==> src/rtl/matrix_stream_feeder_if.sv <==
// Element-stream and packed-word handshake bundle between the feeder and its neighbours.
// The master modport is the feeder; the slave modport is the element source / multiplier side.
interface matrix_stream_feeder_if #(
    parameter int WIDTH        = 8,
    parameter int NUM_ELEMENTS = 4
);
    logic [WIDTH-1:0]              in_data;
    logic                          in_valid;
    logic                          in_ready;
    logic [NUM_ELEMENTS*WIDTH-1:0] wdata;
    logic                          w_en;
    logic                          w_ready;
    logic                          busy;
    logic                          done;

    modport master (
        input  in_data, in_valid, w_ready,
        output in_ready, wdata, w_en, busy, done
    );

    modport slave (
        output in_data, in_valid, w_ready,
        input  in_ready, wdata, w_en, busy, done
    );
endinterface

==> src/rtl/matrix_stream_feeder.sv <==
// Buffers an A/B operand element stream and emits packed column-pair words to the multiplier.
// Defining MATRIX_STREAM_FEEDER_CNT_EN adds the pair_cnt completed-pair counter output.
//
// state | meaning
// LOAD  | accepting elements into the buffer (in_ready=1)
// SEND  | presenting packed words under w_ready back-pressure (busy=1)
module matrix_stream_feeder #(
    parameter int WIDTH        = 8,
    parameter int MATRIX_WIDTH = 4,
    parameter int NUM_ELEMENTS = 4
) (
    input  logic w_clk,
    input  logic w_reset_n,
`ifdef MATRIX_STREAM_FEEDER_CNT_EN
    output logic [15:0] pair_cnt,
`endif
    matrix_stream_feeder_if.master bus
);
    localparam int N     = MATRIX_WIDTH;
    localparam int ELEMS = N * N;
    localparam int CW    = $clog2(2 * ELEMS);
    localparam int CLW   = $clog2(N);
    localparam int RPW   = (N > 2) ? $clog2(N / 2) : 1;
    localparam logic [CW-1:0]  LAST_ELEM = CW'(2 * ELEMS - 1);
    localparam logic [CLW-1:0] LAST_COL  = CLW'(N - 1);
    localparam logic [RPW-1:0] LAST_RP   = RPW'(N / 2 - 1);

    typedef enum logic {ST_LOAD, ST_SEND} state_t;

    state_t                        state_q, state_n;
    logic [CW-1:0]                 elem_cnt_q, elem_cnt_n;
    logic [CLW-1:0]                col_q, col_n;
    logic [RPW-1:0]                rp_q, rp_n;
    logic                          in_ready_q, in_ready_n;
    logic                          w_en_q, w_en_n;
    logic                          busy_q, busy_n;
    logic                          done_q, done_n;
    logic [NUM_ELEMENTS*WIDTH-1:0] wdata_q, wdata_n;
    logic [NUM_ELEMENTS*WIDTH-1:0] word_nxt;
    logic                          elem_wr;

    // A occupies entries 0..ELEMS-1 and B the rest, both row-major, so the
    // element counter doubles as the write address.
    logic [WIDTH-1:0] mem [2*ELEMS];

    always_ff @(posedge w_clk) begin
        if (elem_wr) mem[elem_cnt_q] <= bus.in_data;
    end

    // Word addressed by the counters' next value; in LOAD these stay at 0,
    // so the word registered on entry to SEND is the first one.
    always_comb begin
        int c;
        int r;
        c = int'(col_n);
        r = 2 * int'(rp_n);
        word_nxt = {mem[CW'(r * N + c)], mem[CW'((r + 1) * N + c)],
                    mem[CW'(ELEMS + r * N + c)], mem[CW'(ELEMS + (r + 1) * N + c)]};
    end

    always_comb begin
        state_n    = state_q;
        elem_cnt_n = elem_cnt_q;
        col_n      = col_q;
        rp_n       = rp_q;
        in_ready_n = in_ready_q;
        w_en_n     = w_en_q;
        busy_n     = busy_q;
        done_n     = 1'b0;
        wdata_n    = wdata_q;
        elem_wr    = 1'b0;
        case (state_q)
            ST_LOAD: begin
                if (bus.in_valid && in_ready_q) begin
                    elem_wr = 1'b1;
                    if (elem_cnt_q == LAST_ELEM) begin
                        state_n    = ST_SEND;
                        elem_cnt_n = '0;
                        in_ready_n = 1'b0;
                        w_en_n     = 1'b1;
                        busy_n     = 1'b1;
                        wdata_n    = word_nxt;
                    end else begin
                        elem_cnt_n = elem_cnt_q + CW'(1);
                    end
                end
            end
            ST_SEND: begin
                if (bus.w_ready) begin
                    if (col_q == LAST_COL && rp_q == LAST_RP) begin
                        state_n    = ST_LOAD;
                        col_n      = '0;
                        rp_n       = '0;
                        in_ready_n = 1'b1;
                        w_en_n     = 1'b0;
                        busy_n     = 1'b0;
                        done_n     = 1'b1;
                    end else begin
                        if (rp_q == LAST_RP) begin
                            rp_n  = '0;
                            col_n = col_q + CLW'(1);
                        end else begin
                            rp_n = rp_q + RPW'(1);
                        end
                        wdata_n = word_nxt;
                    end
                end
            end
            default: state_n = ST_LOAD;
        endcase
    end

    always_ff @(posedge w_clk) begin
        if (!w_reset_n) begin
            state_q    <= ST_LOAD;
            elem_cnt_q <= '0;
            col_q      <= '0;
            rp_q       <= '0;
            in_ready_q <= 1'b1;
            w_en_q     <= 1'b0;
            busy_q     <= 1'b0;
            done_q     <= 1'b0;
            wdata_q    <= '0;
        end else begin
            state_q    <= state_n;
            elem_cnt_q <= elem_cnt_n;
            col_q      <= col_n;
            rp_q       <= rp_n;
            in_ready_q <= in_ready_n;
            w_en_q     <= w_en_n;
            busy_q     <= busy_n;
            done_q     <= done_n;
            wdata_q    <= wdata_n;
        end
    end

`ifdef MATRIX_STREAM_FEEDER_CNT_EN
    always_ff @(posedge w_clk) begin
        if (!w_reset_n)  pair_cnt <= '0;
        else if (done_n) pair_cnt <= pair_cnt + 16'd1;
    end
`endif

    assign bus.in_ready = in_ready_q;
    assign bus.w_en     = w_en_q;
    assign bus.busy     = busy_q;
    assign bus.done     = done_q;
    assign bus.wdata    = wdata_q;
endmodule

==> src/flat_wrapper.sv <==
// flat-port wrapper written by rule: the top's interface ports become plain ports
module matrix_stream_feeder_flat 
#(
    parameter int WIDTH        = 8,
    parameter int MATRIX_WIDTH = 4,
    parameter int NUM_ELEMENTS = 4
)
  (w_clk, w_reset_n, bus_in_data, bus_in_valid, bus_w_ready, bus_in_ready, bus_wdata, bus_w_en, bus_busy, bus_done);
  matrix_stream_feeder_if #(.WIDTH(WIDTH), .NUM_ELEMENTS(NUM_ELEMENTS)) bus_i ();
  input  logic w_clk;
  input  logic w_reset_n;
  input wire logic [$bits(bus_i.in_data)-1:0] bus_in_data;
  input wire logic [$bits(bus_i.in_valid)-1:0] bus_in_valid;
  input wire logic [$bits(bus_i.w_ready)-1:0] bus_w_ready;
  output wire logic [$bits(bus_i.in_ready)-1:0] bus_in_ready;
  output wire logic [$bits(bus_i.wdata)-1:0] bus_wdata;
  output wire logic [$bits(bus_i.w_en)-1:0] bus_w_en;
  output wire logic [$bits(bus_i.busy)-1:0] bus_busy;
  output wire logic [$bits(bus_i.done)-1:0] bus_done;
  assign bus_i.in_data = bus_in_data;
  assign bus_i.in_valid = bus_in_valid;
  assign bus_i.w_ready = bus_w_ready;
  assign bus_in_ready = bus_i.in_ready;
  assign bus_wdata = bus_i.wdata;
  assign bus_w_en = bus_i.w_en;
  assign bus_busy = bus_i.busy;
  assign bus_done = bus_i.done;
  matrix_stream_feeder #(.WIDTH(WIDTH), .MATRIX_WIDTH(MATRIX_WIDTH), .NUM_ELEMENTS(NUM_ELEMENTS)) u_core (.w_clk(w_clk), .w_reset_n(w_reset_n), .bus(bus_i));
endmodule
==> config.mk <==
export PLATFORM = sky130hd
export DESIGN_NAME = matrix_stream_feeder_flat
export DESIGN_NICKNAME = d
export VERILOG_FILES = /design/src/rtl/matrix_stream_feeder_if.sv /design/src/rtl/matrix_stream_feeder.sv /design/src/flat_wrapper.sv
export SDC_FILE = /design/constraint.sdc
export NUM_CORES = 1
export LEC_CHECK = 0
export CAP_MARGIN = 0
export CORE_UTILIZATION = 62
export CTS_CLUSTER_DIAMETER = 50
export DETAILED_ROUTE_END_ITERATION = 6
export GPL_ROUTABILITY_DRIVEN = 0
export PLACE_DENSITY = 0.87
export RECOVER_POWER = 100
export REMOVE_ABC_BUFFERS = 1
export SKIP_LAST_GASP = 1
export SYNTH_ARGS = -nofsm -noshare
export SYNTH_HDL_FRONTEND = slang
export SYNTH_SLANG_ARGS = --single-unit
==> constraint.sdc <==
create_clock -name w_clk -period 2.8 [get_ports w_clk]
set_input_delay 0.42 -clock w_clk [delete_from_list [all_inputs] [get_ports w_clk]]
set_output_delay 0.42 -clock w_clk [all_outputs]
set_load 0.02 [all_outputs]
==> results of run 1 <==
[power by group through the flow]
stage	Sequential, µW	Combinational [µW]	Clock, µW
6_report	4880	204	4370
5_1_grt	4880	216	4580
4_1_cts	4870	210	4400
3_5_place_dp	4970	208	0
3_3_place_gp	4970	199	0
2_1_floorplan	4970	56.2	0
[Yosys cell counts, types with 2 or more instances]
cell type / instances / area share
a211o_1: 64 / 0.039
a21boi_0: 5 / 0.0026
a221o_1: 95 / 0.067
a221oi_1: 2 / 0.0012
a31oi_1: 32 / 0.014
and2_1: 6 / 0.0026
and3_1: 2 / 0.00088
and4b_1: 2 / 0.0014
buf_1: 11 / 0.0029
buf_2: 18 / 0.0063
buf_4: 3 / 0.0016
buf_6: 7 / 0.0055
clkbuf_1: 92 / 0.024
dfxtp_1: 44 / 0.062
edfxtp_1: 256 / 0.54
ha_1: 6 / 0.0053
inv_1: 34 / 0.0089
mux2_2: 34 / 0.027
mux2i_1: 32 / 0.022
nand2_1: 16 / 0.0042
nand2b_1: 2 / 0.00088
nand3_1: 3 / 0.0011
nand3b_1: 6 / 0.0032
nand4_1: 2 / 0.00088
nand4b_1: 63 / 0.039
nor2_1: 37 / 0.0097
nor4bb_1: 31 / 0.022
o211ai_1: 31 / 0.016
o21ai_0: 37 / 0.013
o221ai_1: 31 / 0.019
o31ai_1: 63 / 0.033
xnor2_1: 2 / 0.0012
[cell type report]
| type | count | area (µm²) | area share |
|---|---|---|---|
| sequential | 300 | 8579 | 0.5299 |
| multi-input combinational | 614 | 5039 | 0.3112 |
| timing repair buffer | 110 | 988.4 | 0.06105 |
| clock buffer | 44 | 939.7 | 0.05803 |
| tap | 285 | 356.6 | 0.02202 |
| clock inverter | 16 | 161.4 | 0.009968 |
| inverter | 34 | 127.6 | 0.007882 |
[metrics by stage]
| stage | power (µW) | instances | hold slack, ns | cell area [µm²] | setup TNS, ns |
|---|---|---|---|---|---|
| 2_1_floorplan | 5024 | 948 | 0.4819 | 13710 | -269.25 |
| 3_3_place_gp | 5164 | 1343 | 0.4872 | 15170 | 0 |
| 3_5_place_dp | 5175 | 1343 | 0.4987 | 15170 | 0 |
| 4_1_cts | 9486 | 1403 | 0.5066 | 16270 | 0 |
| 5_1_grt | 9674 | 1403 | 0.5133 | 16190 | 0 |
| 6_report | 9454 | 1403 | 0.4938 | 16190 | 0 |
[cell families after synthesis]
logic type / after synthesis / synth area share
fa+ha+maj: 6 / 0.005256
xor+xnor: 2 / 0.001227
simple gates: 176 / 0.08812
flops: 300 / 0.5999
compound gates: 364 / 0.2069
mux: 66 / 0.04923
buf+inv: 165 / 0.04940
[state kept, by name, indices dropped and copies added (netlist names)]
register             count
u_core.state_q           1
u_core.rp_q              1
u_core.bus.in_ready      1
u_core.bus.done          1
u_core.elem_cnt_q        5
u_core.col_q             2
u_core.bus.wdata        32
u_core.bus.w_en          1
u_core.mem             256
[worst reg2reg max path: cells and delay by family, from the launching register on]
| family | cells | cell delay [ns] |
|---|---|---|
| AND/OR/NAND/NOR | 3 | 1.09 |
| buffers and inverters | 2 | 0.76 |
| flip-flops | 1 | 0.44 |
[final timing paths]
check	from	end	slack [ns]	cells after the start
worst min-delay path	u_core.bus.w_en	u_core.bus.w_en	0.49	2
worst max-delay path	u_core.state_q	u_core.mem[19][7]	0.21	5
worst max register to register	u_core.state_q	u_core.mem[19][7]	0.21	5
worst min register to register	u_core.bus.w_en	u_core.bus.w_en	0.49	2
[cell usage in the layout, fill, tap and decap left out, types with 34 or more instances in the layout]
cell,count
dlygate4sd3_1,44
clkbuf_16,35
o21ai_0,38
nand4b_1,63
o31ai_1,63
a211o_1,64
edfxtp_1,256
nor2_1,37
mux2_2,34
a221o_1,95
dfxtp_1,41
[routing by layer]
layer | GRT usage | vias to the layer above
met5 | 0 | -
met4 | 0.1495 | 0
met3 | 0.03946 | 119
met2 | 0.4959 | 671
met1 | 0.4055 | 5098
li1 | - | 4510
==> metrics.yaml, run 1 <==
overflow: 0
yosysWarnings: 0
hold_violations: 0
tightest_slew_ns: 1.673
hpwl_um: 19280
worstSetupPathType: "reg2reg"
vias: 10398
syn_to_final_growth_pct: 13.36
highest_layer: "met4"
seqPwrFrac: 0.516
drtIter0Drc: 1384
pwr-share-clk: 0.462
startpoint_type: "flip-flop"
async_reset_ff_frac: 0
drtPass1Iterations: 7
antenna_found_initial: 0
synth_edf_count: 256
clkTransAtPathRegs_ns: 0.06
boundaryPins: 48
end_kind: "flip-flop"
p_switching_uw: 1882
cts_resized: 0
grt_max_degree: 90
fill_cells: 1417
routedWlPerCell_um: 25.73
die_h_um: 153.8
numPortBuffers: 47
insertion_delay_ns: 0.51
diodes: 0
cts_buffer_depth: 3
drc_errors: 2
cp_slowest_cell: "clkbuf_2"
nets: 1112
synth_cell_types: 42
setup_slack_ns: 0.2103
slew-limit-headroom: -0.1154
fin_util: 0.7152
period_needed_ns: 2.590
critical_path_arrival_ns: 2.79
dieArea_um2: 23650
violations: "design-rule violations, max-capacitance violations, max-slew violations"
syn_inst: 1079
ys.flop_type: "edfxtp_1"
critPathMaxStageDelay_ns: 0.55
peakVddDrop_uv: 409.8
syn_area_um2: 14280
cellPowerDensity_nw_per_um2: 583.9
min_path_type: "reg2reg"
p_sw_frac: 0.1991
required_ns: 3.00
cts_num_sinks: 300
grt_pass1_wl_um: 55840
max_cap_viol_count: 7
final-setup-viol-count: 0
status: "finished with violations"
worstPathMaxFanout: 41
num_rows: 55
die_width_um: 153.8
crit_family: "simple AND/OR/NAND/NOR gates"
avgSynthCellArea_um2: 13.24
post_cts_buffers: 0
ctsHtreeMaxLevel: 2
cts_made_buffers: 34
grt_usage: 0.3041
hold_buffers: 0
synth-seq-area-share: 0.5999
power.leakage_uw: 0.005253
vias_per_cell: 7.411
rsz0062_at_grt: "false"
ant_nets: 0
core_area_um2: 22640
path_cells: "clkbuf_2 -> and3b_1 -> nand2_1 -> nor2_1 -> buf_4"
combPwrFrac: 0.022
routed_wl_um: 36100
wl_met2_um: 17730
worst-path-buf-inv: 2
wl_met1_um: 13740
cts_root_buf: "clkbuf_16"
tritoncts: "yes"
start_util: 0.6309
finalClockSkew_ns: 0.02294
post-route-period-util: 0.9249
layout-drive-gt1-share: 0.1306
met3_length_um: 3183
synth.ff_latch_count: 300
pre_cts_ws_ns: 0.3452
p_int_uw: 7572
grt_pass1_vias: 10267
slew_viol_final: 231
fmax_mhz: 386.1
(Power assumes the default switching activity.)
==> run 2, diff against run 1 <==
- CORE_ASPECT_RATIO: not set -> 2
==> metrics.yaml, run 2 (synthesized netlist as in run 1, its figures left out) <==
insertion_delay_ns: 0.54
cts_num_sinks: 300
final_common_cell: "edfxtp_1"
final-setup-viol-count: 0
layout-drive-gt1-share: 0.1039
fmax_mhz: 385.2
setup_slack_ns: 0.2037
largest_reg_flops: 256
dieArea_um2: 23690
grt_usage: 0.3298
finalClockSkew_ns: 0.01104
hold_buffers: 0
slew_viol_final: 264
antenna_found_initial: 0
die_h_um: 216.7
placement.cell_area_um2: 15180
grt_max_degree: 119
vias: 10563
stdcell_area_um2: 15880
dpl.cell_count: 1342
drtIter0Drc: 1191
power.leakage_uw: 0.005035
tightest_slew_ns: 1.710
numPortBuffers: 47
end_kind: "flip-flop"
period_needed_ns: 2.596
critical_path_arrival_ns: 2.77
rsz0062_at_grt: "false"
ant_nets: 0
cts_root_buf: "clkbuf_16"
hpwl_um: 21430
violations: "max-capacitance violations, max-slew violations"
status: "finished with violations"
max_cap_viol_count: 8
pre_cts_ws_ns: 0.3012
layout_common_cells: "256 x edfxtp_1, 95 x a221o_1, 64 x a211o_1"
slew-limit-headroom: -0.1401
peakVddDrop_uv: 613.9
core_area_um2: 22640
min_path_type: "reg2reg"
nets: 1107
overflow: 0
stdcell_count: 1387
fill_cells: 1546
critPathMaxStageDelay_ns: 0.59
setup_tns_ns: 0
path_cells: "buf_4 -> and3b_1 -> nand2_1 -> nor2_1 -> clkbuf_1"
regMostFlops: "u_core.mem"
routedWlPerCell_um: 27.38
drtPass1Iterations: 6
cts_buffer_depth: 3
cts_made_buffers: 25
grt_pass1_vias: 10744
grt_pass1_wl_um: 58780
drc_errors: 0
start_util: 0.6309
diodes: 0
vias_per_cell: 7.616
required_ns: 2.97
cp_slowest_cell: "clkbuf_1"
worstPathMaxFanout: 36
fin_total_pwr_uw: 8690
tritoncts: "yes"
num_rows: 78
cellPowerDensity_nw_per_um2: 547.3
ctsHtreeMaxLevel: 1
hold_violations: 0
worstSetupPathType: "reg2reg"
post-route-period-util: 0.9273
routed_wl_um: 37970
startpoint_type: "flip-flop"
clkTransAtPathRegs_ns: 0.07
post_cts_buffers: 0
cts_resized: 0
syn_to_final_growth_pct: 11.15
boundaryPins: 48
die_width_um: 109.3
run 2: cell types whose count changed in the layout (fill, tap and decap cells not counted), moves of 2 or more:
cell / delta
clkbuf_1: +26
clkinv_2: +3
clkinv_1: -5
clkbuf_2: -12
buf_4: -10
clkbuf_16: -9
inv_6: -3
clkinvlp_4: +2
run 2: critical path, delay by kind of cell (launching register included):
family	cells	cell delay, ns
flops	1	0.47
buf+inv	2	0.90
simple gates	3	0.84
run 2: report_power, final:
part / internal, µW / leakage [µW] / switching (µW) / total, µW
logic: 53.6 / 0.00197 / 152 / 206
registers: 4860 / 0.00266 / 13.0 / 4870
clock network: 2030 / 0.000406 / 1580 / 3610
run 2: path summary, 6_finish.rpt:
kind                                           start  cells after the start  slack [ns]                    to
worst min register to register  u_core.bus.wdata[28]                      2        0.50  u_core.bus.wdata[28]
worst min-delay path            u_core.bus.wdata[28]                      2        0.50  u_core.bus.wdata[28]
worst max register to register        u_core.state_q                      5        0.20      u_core.mem[6][7]
worst max-delay path                  u_core.state_q                      5        0.20      u_core.mem[6][7]
run 2: final cells by class:
class / count / area, µm² / area share
clock buffers: 33 / 696.9 / 0.04390
flip-flops and latches: 300 / 8579 / 0.5404
repair buffers: 114 / 934.6 / 0.05887
inverters: 34 / 127.6 / 0.008038
clock inverters: 12 / 137.6 / 0.008669
well taps: 280 / 350.3 / 0.02207
multi-input cells: 614 / 5050 / 0.3181
run 2: through the flow:
step,util,hold slack [ns]
after floorplan,-,0.4819
after global placement,0.6704,0.4911
after detailed placement,0.6704,0.4895
after CTS,0.7072,0.5055
after global routing,0.7012,0.5182
final,0.7012,0.4963
run 2: layer usage:
metal | vias up | part of all wire | GRT usage
met3 | 163 | 0.085 | 0.04361
met4 | 0 | 0.058 | 0.2138
met5 | - | 0 | 0
met1 | 5187 | 0.34 | 0.3952
met2 | 714 | 0.51 | 0.5491
li1 | 4499 | - | -
